**src/rtl/ip_encode.sv**
```systemverilog
// ip_encode -- IPv4 transmit framer (nibble stream).
//
// Latches a packet request, folds the nine non-checksum header words into a
// one's complement sum, then streams the 20-byte header (no options) followed
// by 2*payload_len payload nibbles pulled from an upstream source.
//
// Ports:
//   clk, rst        clock, synchronous active-high reset
//   start           request pulse, sampled only in IDLE
//   payload_len     payload bytes (accepted when <= 65515)
//   protocol/sa/da  IPv4 protocol, source and destination address
//   din_valid/din   upstream payload nibble, high nibble of each byte first
//   din_ready       combinational: din is consumed at the next edge
//   dout_valid/dout packet nibble stream, dout is 0 when not valid
//   busy            high in every state except IDLE
//   err             one-cycle pulse: rejected length or payload underflow
module ip_encode #(
    parameter logic [7:0]  TTL     = 8'd64,
    parameter logic        DF      = 1'b1,
    parameter logic [15:0] ID_INIT = 16'h0000
) (
    input  logic        clk,
    input  logic        rst,
    input  logic        start,
    input  logic [15:0] payload_len,
    input  logic [7:0]  protocol,
    input  logic [31:0] sa,
    input  logic [31:0] da,
    input  logic        din_valid,
    input  logic [3:0]  din,
    output logic        din_ready,
    output logic        dout_valid,
    output logic [3:0]  dout,
    output logic        busy,
    output logic        err
);

    localparam logic [15:0] MAX_PAYLOAD = 16'd65515;

    typedef enum logic [1:0] {S_IDLE, S_CSUM, S_HDR, S_PAYLOAD} state_t;

    state_t      state_q, state_d;
    logic [5:0]  cnt_q, cnt_d;      // CSUM: word step 0..9, HDR: nibble 0..39
    logic [15:0] len_q, len_d;
    logic [7:0]  proto_q, proto_d;
    logic [31:0] sa_q, sa_d;
    logic [31:0] da_q, da_d;
    logic [15:0] id_q, id_d;
    logic [15:0] acc_q, acc_d;
    logic [15:0] csum_q, csum_d;
    logic [16:0] pay_q, pay_d;      // payload nibbles left, including the one on dout
    logic [3:0]  nib_q, nib_d;
    logic        err_q, err_d;

    logic [3:0]  widx;
    logic [15:0] hdr_w;
    logic [3:0]  hdr_nib;
    logic [16:0] sum17;
    logic [15:0] acc_fold;

    // During CSUM the step count skips word 5 (the checksum slot itself).
    always_comb begin
        widx = cnt_q[5:2];
        if (state_q == S_CSUM)
            widx = (cnt_q >= 6'd5) ? (cnt_q[3:0] + 4'd1) : cnt_q[3:0];
    end

    always_comb begin
        hdr_w = 16'h0000;
        case (widx)
            4'd0: hdr_w = 16'h4500;
            4'd1: hdr_w = len_q + 16'd20;
            4'd2: hdr_w = id_q;
            4'd3: hdr_w = {1'b0, DF, 14'b0};
            4'd4: hdr_w = {TTL, proto_q};
            4'd5: hdr_w = csum_q;
            4'd6: hdr_w = sa_q[31:16];
            4'd7: hdr_w = sa_q[15:0];
            4'd8: hdr_w = da_q[31:16];
            4'd9: hdr_w = da_q[15:0];
            default: hdr_w = 16'h0000;
        endcase
    end

    always_comb begin
        case (cnt_q[1:0])
            2'd0: hdr_nib = hdr_w[15:12];
            2'd1: hdr_nib = hdr_w[11:8];
            2'd2: hdr_nib = hdr_w[7:4];
            default: hdr_nib = hdr_w[3:0];
        endcase
    end

    // One's complement add: the end-around carry cannot overflow again.
    assign sum17    = {1'b0, acc_q} + {1'b0, hdr_w};
    assign acc_fold = sum17[15:0] + {15'b0, sum17[16]};

    assign busy       = (state_q != S_IDLE);
    assign dout_valid = (state_q == S_HDR) || (state_q == S_PAYLOAD);
    assign dout       = (state_q == S_HDR)     ? hdr_nib :
                        (state_q == S_PAYLOAD) ? nib_q   : 4'h0;
    assign din_ready  = ((state_q == S_HDR) && (cnt_q == 6'd39) && (len_q != 16'd0)) ||
                        ((state_q == S_PAYLOAD) && (pay_q > 17'd1));
    assign err        = err_q;

    always_comb begin
        state_d = state_q;
        cnt_d   = cnt_q;
        len_d   = len_q;
        proto_d = proto_q;
        sa_d    = sa_q;
        da_d    = da_q;
        id_d    = id_q;
        acc_d   = acc_q;
        csum_d  = csum_q;
        pay_d   = pay_q;
        nib_d   = nib_q;
        err_d   = 1'b0;
        case (state_q)
            S_IDLE: begin
                if (start) begin
                    if (payload_len > MAX_PAYLOAD) begin
                        err_d = 1'b1;
                    end else begin
                        len_d   = payload_len;
                        proto_d = protocol;
                        sa_d    = sa;
                        da_d    = da;
                        acc_d   = 16'h0000;
                        cnt_d   = 6'd0;
                        state_d = S_CSUM;
                    end
                end
            end
            S_CSUM: begin
                if (cnt_q == 6'd9) begin
                    csum_d  = ~acc_q;
                    cnt_d   = 6'd0;
                    state_d = S_HDR;
                end else begin
                    acc_d = acc_fold;
                    cnt_d = cnt_q + 6'd1;
                end
            end
            S_HDR: begin
                if (cnt_q == 6'd39) begin
                    if (len_q == 16'd0) begin
                        id_d    = id_q + 16'd1;
                        state_d = S_IDLE;
                    end else if (din_valid) begin
                        nib_d   = din;
                        pay_d   = {len_q, 1'b0};
                        state_d = S_PAYLOAD;
                    end else begin
                        err_d   = 1'b1;
                        id_d    = id_q + 16'd1;
                        state_d = S_IDLE;
                    end
                end else begin
                    cnt_d = cnt_q + 6'd1;
                end
            end
            S_PAYLOAD: begin
                if (pay_q == 17'd1) begin
                    id_d    = id_q + 16'd1;
                    state_d = S_IDLE;
                end else if (din_valid) begin
                    nib_d = din;
                    pay_d = pay_q - 17'd1;
                end else begin
                    err_d   = 1'b1;
                    id_d    = id_q + 16'd1;
                    state_d = S_IDLE;
                end
            end
            default: state_d = S_IDLE;
        endcase
    end

    always_ff @(posedge clk) begin
        if (rst) begin
            state_q <= S_IDLE;
            cnt_q   <= 6'd0;
            len_q   <= 16'd0;
            proto_q <= 8'd0;
            sa_q    <= 32'd0;
            da_q    <= 32'd0;
            id_q    <= ID_INIT;
            acc_q   <= 16'd0;
            csum_q  <= 16'd0;
            pay_q   <= 17'd0;
            nib_q   <= 4'd0;
            err_q   <= 1'b0;
        end else begin
            state_q <= state_d;
            cnt_q   <= cnt_d;
            len_q   <= len_d;
            proto_q <= proto_d;
            sa_q    <= sa_d;
            da_q    <= da_d;
            id_q    <= id_d;
            acc_q   <= acc_d;
            csum_q  <= csum_d;
            pay_q   <= pay_d;
            nib_q   <= nib_d;
            err_q   <= err_d;
        end
    end

endmodule

```
**config.mk**
```make
export PLATFORM = sky130hd
export DESIGN_NAME = ip_encode
export DESIGN_NICKNAME = d
export VERILOG_FILES = /design/src/rtl/ip_encode.sv
export SDC_FILE = /design/constraint.sdc
export NUM_CORES = 1
export LEC_CHECK = 0
export CAP_MARGIN = 20
export CORE_MARGIN = 4
export CORE_UTILIZATION = 35
export DETAILED_ROUTE_END_ITERATION = 8
export PLACE_DENSITY = 0.58
export SYNTH_ARGS = -nofsm -noshare
export SYNTH_HDL_FRONTEND = slang
export SYNTH_SLANG_ARGS = --single-unit
```
**constraint.sdc**
```tcl
create_clock -name clk -period 9.5 [get_ports clk]
set_clock_uncertainty 0.05 [all_clocks]
set_input_delay 1.9 -clock clk [delete_from_list [all_inputs] [get_ports clk]]
set_output_delay 1.9 -clock clk [all_outputs]
set_load 0.02 [all_outputs]
```
After elaboration in Yosys (flattened, before gate mapping):

Index checks and enable logic that the tools add are counted.

* bits of input ports: 96
* word-level logic and storage cells: 121
* flip-flop bits (word level): 166
* output and inout bits: 8

* bitwise operators: 2
* order comparisons: 3
* add/sub/neg operators: 7
* mux-type cells: 47
* eq/ne operators: 28
* reductions and logical operators: 22

Operators by type and width (number)
* 16-bit case mux with 10 select lines: 1
* 16-bit two-way mux: 7
* 17-bit two-way mux: 5
* 16-bit case mux with 2 select lines: 2
* 17-bit case mux with 2 select lines: 1
* 4-bit two-way mux: 8
* 6-bit two-way mux: 4
* 6-bit case mux with 3 select lines: 1
* 16-bit by 16-bit adder with 17-bit output: 1
* 17-bit by 1-bit == test with 1-bit output, second input constant: 1
* 17-bit by 1-bit greater-than comparator with 1-bit output, second input constant: 1
* 17-bit by 1-bit subtractor with 17-bit output, second input constant: 1
* 16-bit by 1-bit adder with 16-bit output: 1
* 16-bit by 1-bit adder with 16-bit output, second input constant: 1
* 16-bit by 5-bit adder with 16-bit output, second input constant: 1
* 4-bit by 3-bit == test with 1-bit output, second input constant: 4
* 16-bit greater-than comparator, second input constant: 1
* 16-bit zero test: 1
* 2-bit two-way mux: 8
* 2-bit inequality test, second input constant: 8
* 16-bit NOT: 1
* 16-bit nonzero test: 1
* 4-bit case mux with 3 select lines: 1
* 4-bit AND reduction: 3
* 27 further kinds: 45

Longest topological paths before layout:

* depth in word-level cells: 9
* gate-level depth with buffers: 35
* mapped depth without buffers: 33

Worst setup path after synthesis:

No wires, ideal clock.

* kind: flip-flop to flip-flop
* from: register cnt_q[0]
* to: register acc_q[15]
* required time: 9387 ps
* cell stages (with the launch flop): 36
* clock period less this slack: 7136 ps
* path buffers: 2
* library setup time: 63 ps
* data arrival time: 7023 ps
* setup slack: 2364 ps
* path through: dfxtp_1 > inv_1 > ha_1 > nor2b_1 > o2111a_1 > a211o_1 > buf_2 > nand2_1 > a211oi_1 > clkbuf_1 > a22o_1 > a221oi_1 > nand3_1 > ha_1 > fa_1 > a21o_1 > a21o_1 > a31oi_1 > o21bai_1 > a221o_1 > o211ai_1 > a21oi_1 > o31ai_1 > a21oi_1 > o21ai_0 > nand2b_1 > ha_1 > nand4_1 > nor4_1 > mux2_2 > a211oi_1 > nor2_1 > nand4_1 > and4bb_4 > a2111oi_2 > nand3b_1

* word-level cells in the longest chain between the ends: 9
* elaborated cells between the ends (all ways): 22
* those cells by class: 3 x add/sub; 1 x order compare; 11 x eq/ne; 5 x mux; 2 x reduce/logical

RTL lines
* start: declaration: line 43 `logic [5:0] cnt_q, cnt_d;`
* start signal: assignment: line 196 `cnt_q <= cnt_d;`
* 6-bit by 3-bit greater-or-equal comparator with 1-bit output / 4-bit by 1-bit adder with 4-bit output (equally long branches): line 65 `widx = (cnt_q >= 6'd5) ? (cnt_q[3:0] + 4'd1) : cnt_q[3:0];`
* 4-bit two-way mux: line 65
* 4-bit two-way mux: line 64 `if (state_q == S_CSUM)`
* 4-bit == test (tied with other cells): line 70 `case (widx)`
* 16-bit case mux with 10 select lines: line 70
* 16-bit by 16-bit adder with 17-bit output: line 95 `assign sum17 = {1'b0, acc_q} + {1'b0, hdr_w};`
* 16-bit by 1-bit adder with 16-bit output: line 96 `assign acc_fold = sum17[15:0] + {15'b0, sum17[16]};`
* 16-bit two-way mux: line 136 `if (cnt_q == 6'd9) begin`
* 16-bit case mux with 2 select lines: line 119 `case (state_q)`
* end signal: assignment: line 189 `acc_q <= 16'd0;`
* end signal: assignment: line 202 `acc_q <= acc_d;`
* end: declaration: line 49 `logic [15:0] acc_q, acc_d;`

Several ways; a longest one is shown, not always the timed one. The select of a mux whose other input is x is not followed.
A chain may end at the register's enable or synchronous reset.

Final worst setup path:

* from: register cnt_q[1]
* to: register acc_q[15]

Same word-level chain as after synthesis.

==> metrics.txt <==
status=finished, final reports clean; Worst path slowest cell=nor2_1; routed via count=9132; Worst-Margin Slew=around 1000 ps; Setup TNS Final=0 ps; async set-reset flop share out of synthesis=0%; synth warn=0; Synthesized Nets=about 1400; core footprint=~26000 um2; FF-to-FF Start=cnt_q[1]; height of the die=172 um; die area=about 29000 um2; post-cts sizing count=0; CP startpoint=cnt_q[1]; Clock transition at path regs=80 ps; Clock Path Buffers=2; Power, Total=roughly 2.4 mW; ANT cells=0; Synth Area in Compound Gates=25.1%; Total Routing Usage GR=around a fifth; CTS HTree Levels=4; Max Clk Rate=114 MHz; post-CTS setup buffer count=0; period utilisation layout=just over 90%; XOR/XNOR share of the synthesized area=under 10%; Cell variety after synth=between 80 and 90; TritonCTS Sinks=166; TritonCTS clock tree=yes; Starting Density=approximately 36%; RSZ-0062 raised after global routing=false; grt ovf=0; critical path startpoint category=register; pre-CTS setup slack=about 1000 ps; sequential area share after synthesis=~35%; post-synthesis mux area share=less than 1%; Fin. Hold Viols=0; root buf cell=clkbuf_16; Num CTS Buffers=17; share of cells above drive strength 1=under 10%; DR DRC count=0; routed length per instance=18.8 um; Placed Area=10600 um2; mean area per synthesized cell=roughly 7.6 um2; Slew Limit Fails=0; cells on worst reg2reg path=31; Crit. End Element=register; CP Max Fanout=12; Final GP Congestion=between 0.8 and 0.9; cts-stage hold buffer count=0; DIE WIDTH=between 150 and 200 um; worst hold path class=reg2reg; post-DP HPWL=22900 um; Pre-antenna DRT Iters=6; post-route ant nets=0; simple-gate portion of the synthesized area=around a quarter; max_slew headroom=just over 30%; max cap viols=0; Port-buffer cells=~100; initial antenna violation count=0; vias in the first global route=between 8000 and 9000; Routed WL=roughly 31000 um; type of the worst setup path=reg2reg; Design Area, Final=11200 um2; I/O pin cnt=roughly 100; Worst EP arrival=between 9000 and 10000 ps; clock latency on the worst-skew pair=between 400 and 500 ps; via/cell ratio=roughly 5.6; crit path capture=acc_q[15]; area delta synth->final=19.8%; largest family of logic cells by synthesized area=compound AO/OA/AOI/OAI gates; Lkg Pwr=around 4.1 nW; Top FF cell, synth=dfxtp_1; Post-synth EDFFs=0; worst-case vdd ir drop=approximately 0.13 mV; fin worst setup slack=roughly 700 ps; Iteration-0 DRC Markers=983; Power Dens Cells=211 nW/um2; worst path required time=9840 ps; fillers=between 2000 and 3000; Synth Area in Adders=4.54%; largest net degree at the start of global routing=roughly 110; global-route wire length before repair=approximately 48000 um; row cnt=59; minimum clock period=8800 ps; Reg-to-Reg End=acc_q[15]; R2R Setup Slk=700 ps; Yosys reg bits=166; CP peak stage delay=approximately 740 ps; nets=roughly 1400; Cells after Synth=about 1200; Mapped Area=between 9000 and 10000 um2; # setup viols final=0
[per-stage QoR]
stage,hold WS [ps],cells,util (%)
6_report,410,1631,42.8
5_1_grt,431,1631,42.8
4_1_cts,411,1629,42.7
3_5_place_dp,401,1597,40.4
3_3_place_gp,394,1597,40.4
2_1_floorplan,381,1226,-
[routing by layer]
metal / GRT usage (%) / up-vias / wire length (um)
met2: 32.1 / 286 / 13900
met4: 4.89 / 0 / 417
met5: 0 / - / 0
met3: 2.80 / 33 / 1720
li1: - / 4511 / -
met1: 30.1 / 4302 / 14700
[cell usage after synthesis (6+ instances only)]
master | n | area [um2]
a22o_1 | 8 | 70.1
o31ai_1 | 7 | 52.6
nor3_1 | 16 | 80.1
a21oi_1 | 137 | 686
nand2_1 | 273 | 1020
a21o_1 | 10 | 75.1
a211oi_1 | 29 | 218
or3_1 | 10 | 62.6
nor2b_1 | 6 | 37.5
and2_1 | 7 | 43.8
xnor2_1 | 29 | 254
o211ai_1 | 10 | 75.1
a222oi_1 | 14 | 140
clkbuf_1 | 63 | 236
and3_1 | 11 | 68.8
o21ai_0 | 38 | 190
a221oi_1 | 6 | 52.6
xor2_1 | 23 | 201
nor2_1 | 90 | 338
nand4_1 | 20 | 125
a22oi_1 | 23 | 173
inv_1 | 29 | 109
ha_1 | 30 | 375
nor4_1 | 10 | 62.6
o22ai_1 | 9 | 56.3
nand2b_1 | 8 | 50.1
dfxtp_1 | 166 | 3320
nand3_1 | 40 | 200
[worst max-delay path, delay by kind of cell (launching register included)]
kind | cells | cell delay, ps
adder cells (fa/ha/maj) | 3 | 870
AO/OA/AOI/OAI | 14 | 3670
flip-flops | 1 | 400
buffers and inverters | 1 | 140
AND/OR/NAND/NOR | 12 | 3320
multiplexers | 1 | 270
[power by group]
part / switching (mW) / total [mW] / internal (mW) / leakage, nW
combinational: 0.501 / 0.767 / 0.266 / 2.43
clock: 0.337 / 0.715 / 0.378 / 0.298
sequential: 0.104 / 0.887 / 0.783 / 1.35
total: 0.941 / 2.37 / 1.43 / 4.08
[worst min path at each step]
stage	startpoint	end	slack, ps	cells past startpoint
6_report	nib_q[2]	nib_q[2]	410	2
5_1_grt	sa_q[7]	sa_q[7]	430	2
4_1_cts	nib_q[2]	nib_q[2]	410	2
3_5_place_dp	nib_q[2]	nib_q[2]	400	2
3_3_place_gp	nib_q[2]	nib_q[2]	390	2
2_1_floorplan	da_q[4]	da_q[4]	380	2
[sequential cells by signal, indices dropped and copies added, names as in the netlist]
signal,count
sa_q,32
da_q,32
id_q,16
csum_q,16
nib_q,4
acc_q,16
len_q,16
proto_q,8
cnt_q,6
state_q,2
err,1
pay_q,17
[placed cells by master (no fill, tap or decap), drive strengths merged, types with 9 or more instances in the layout]
cell type	netlist	routed
buf	11	10
dfxtp	166	166
xnor2	29	29
xor2	23	23
o22ai	9	9
and3	12	12
ha	30	30
clkbuf	63	17
o21ai	41	41
a211oi	30	30
a21oi	138	138
o211ai	10	10
a222oi	14	14
nor4	10	10
nand2	274	274
a21o	10	10
nand4	20	20
nand3	40	40
nor3	17	17
clkdlybuf4s50	0	102
or3	10	10
a22oi	23	23
inv	30	39
nor2	90	90
[cells by family (layout without fill, tap and decap cells)]
family / count (synthesis) / count (layout)
AO/OA/AOI/OAI: 348 / 348
adder cells (fa/ha/maj): 34 / 34
multiplexers: 5 / 5
XOR/XNOR: 54 / 54
AND/OR/NAND/NOR: 515 / 515
flip-flops: 166 / 166
buffers and inverters: 104 / 174
[area by class of cell]
class	instances	area [um2]	share of cell area (%)
multi-input cells	956	5640	50.3
flip-flops and latches	166	3320	29.6
repair buffers	112	1130	10.1
clock buffers	17	425	3.79
well taps	335	419	3.73
clock inverters	15	176	1.57
inverters	30	113	1.00
(Power assumes the default switching activity.)
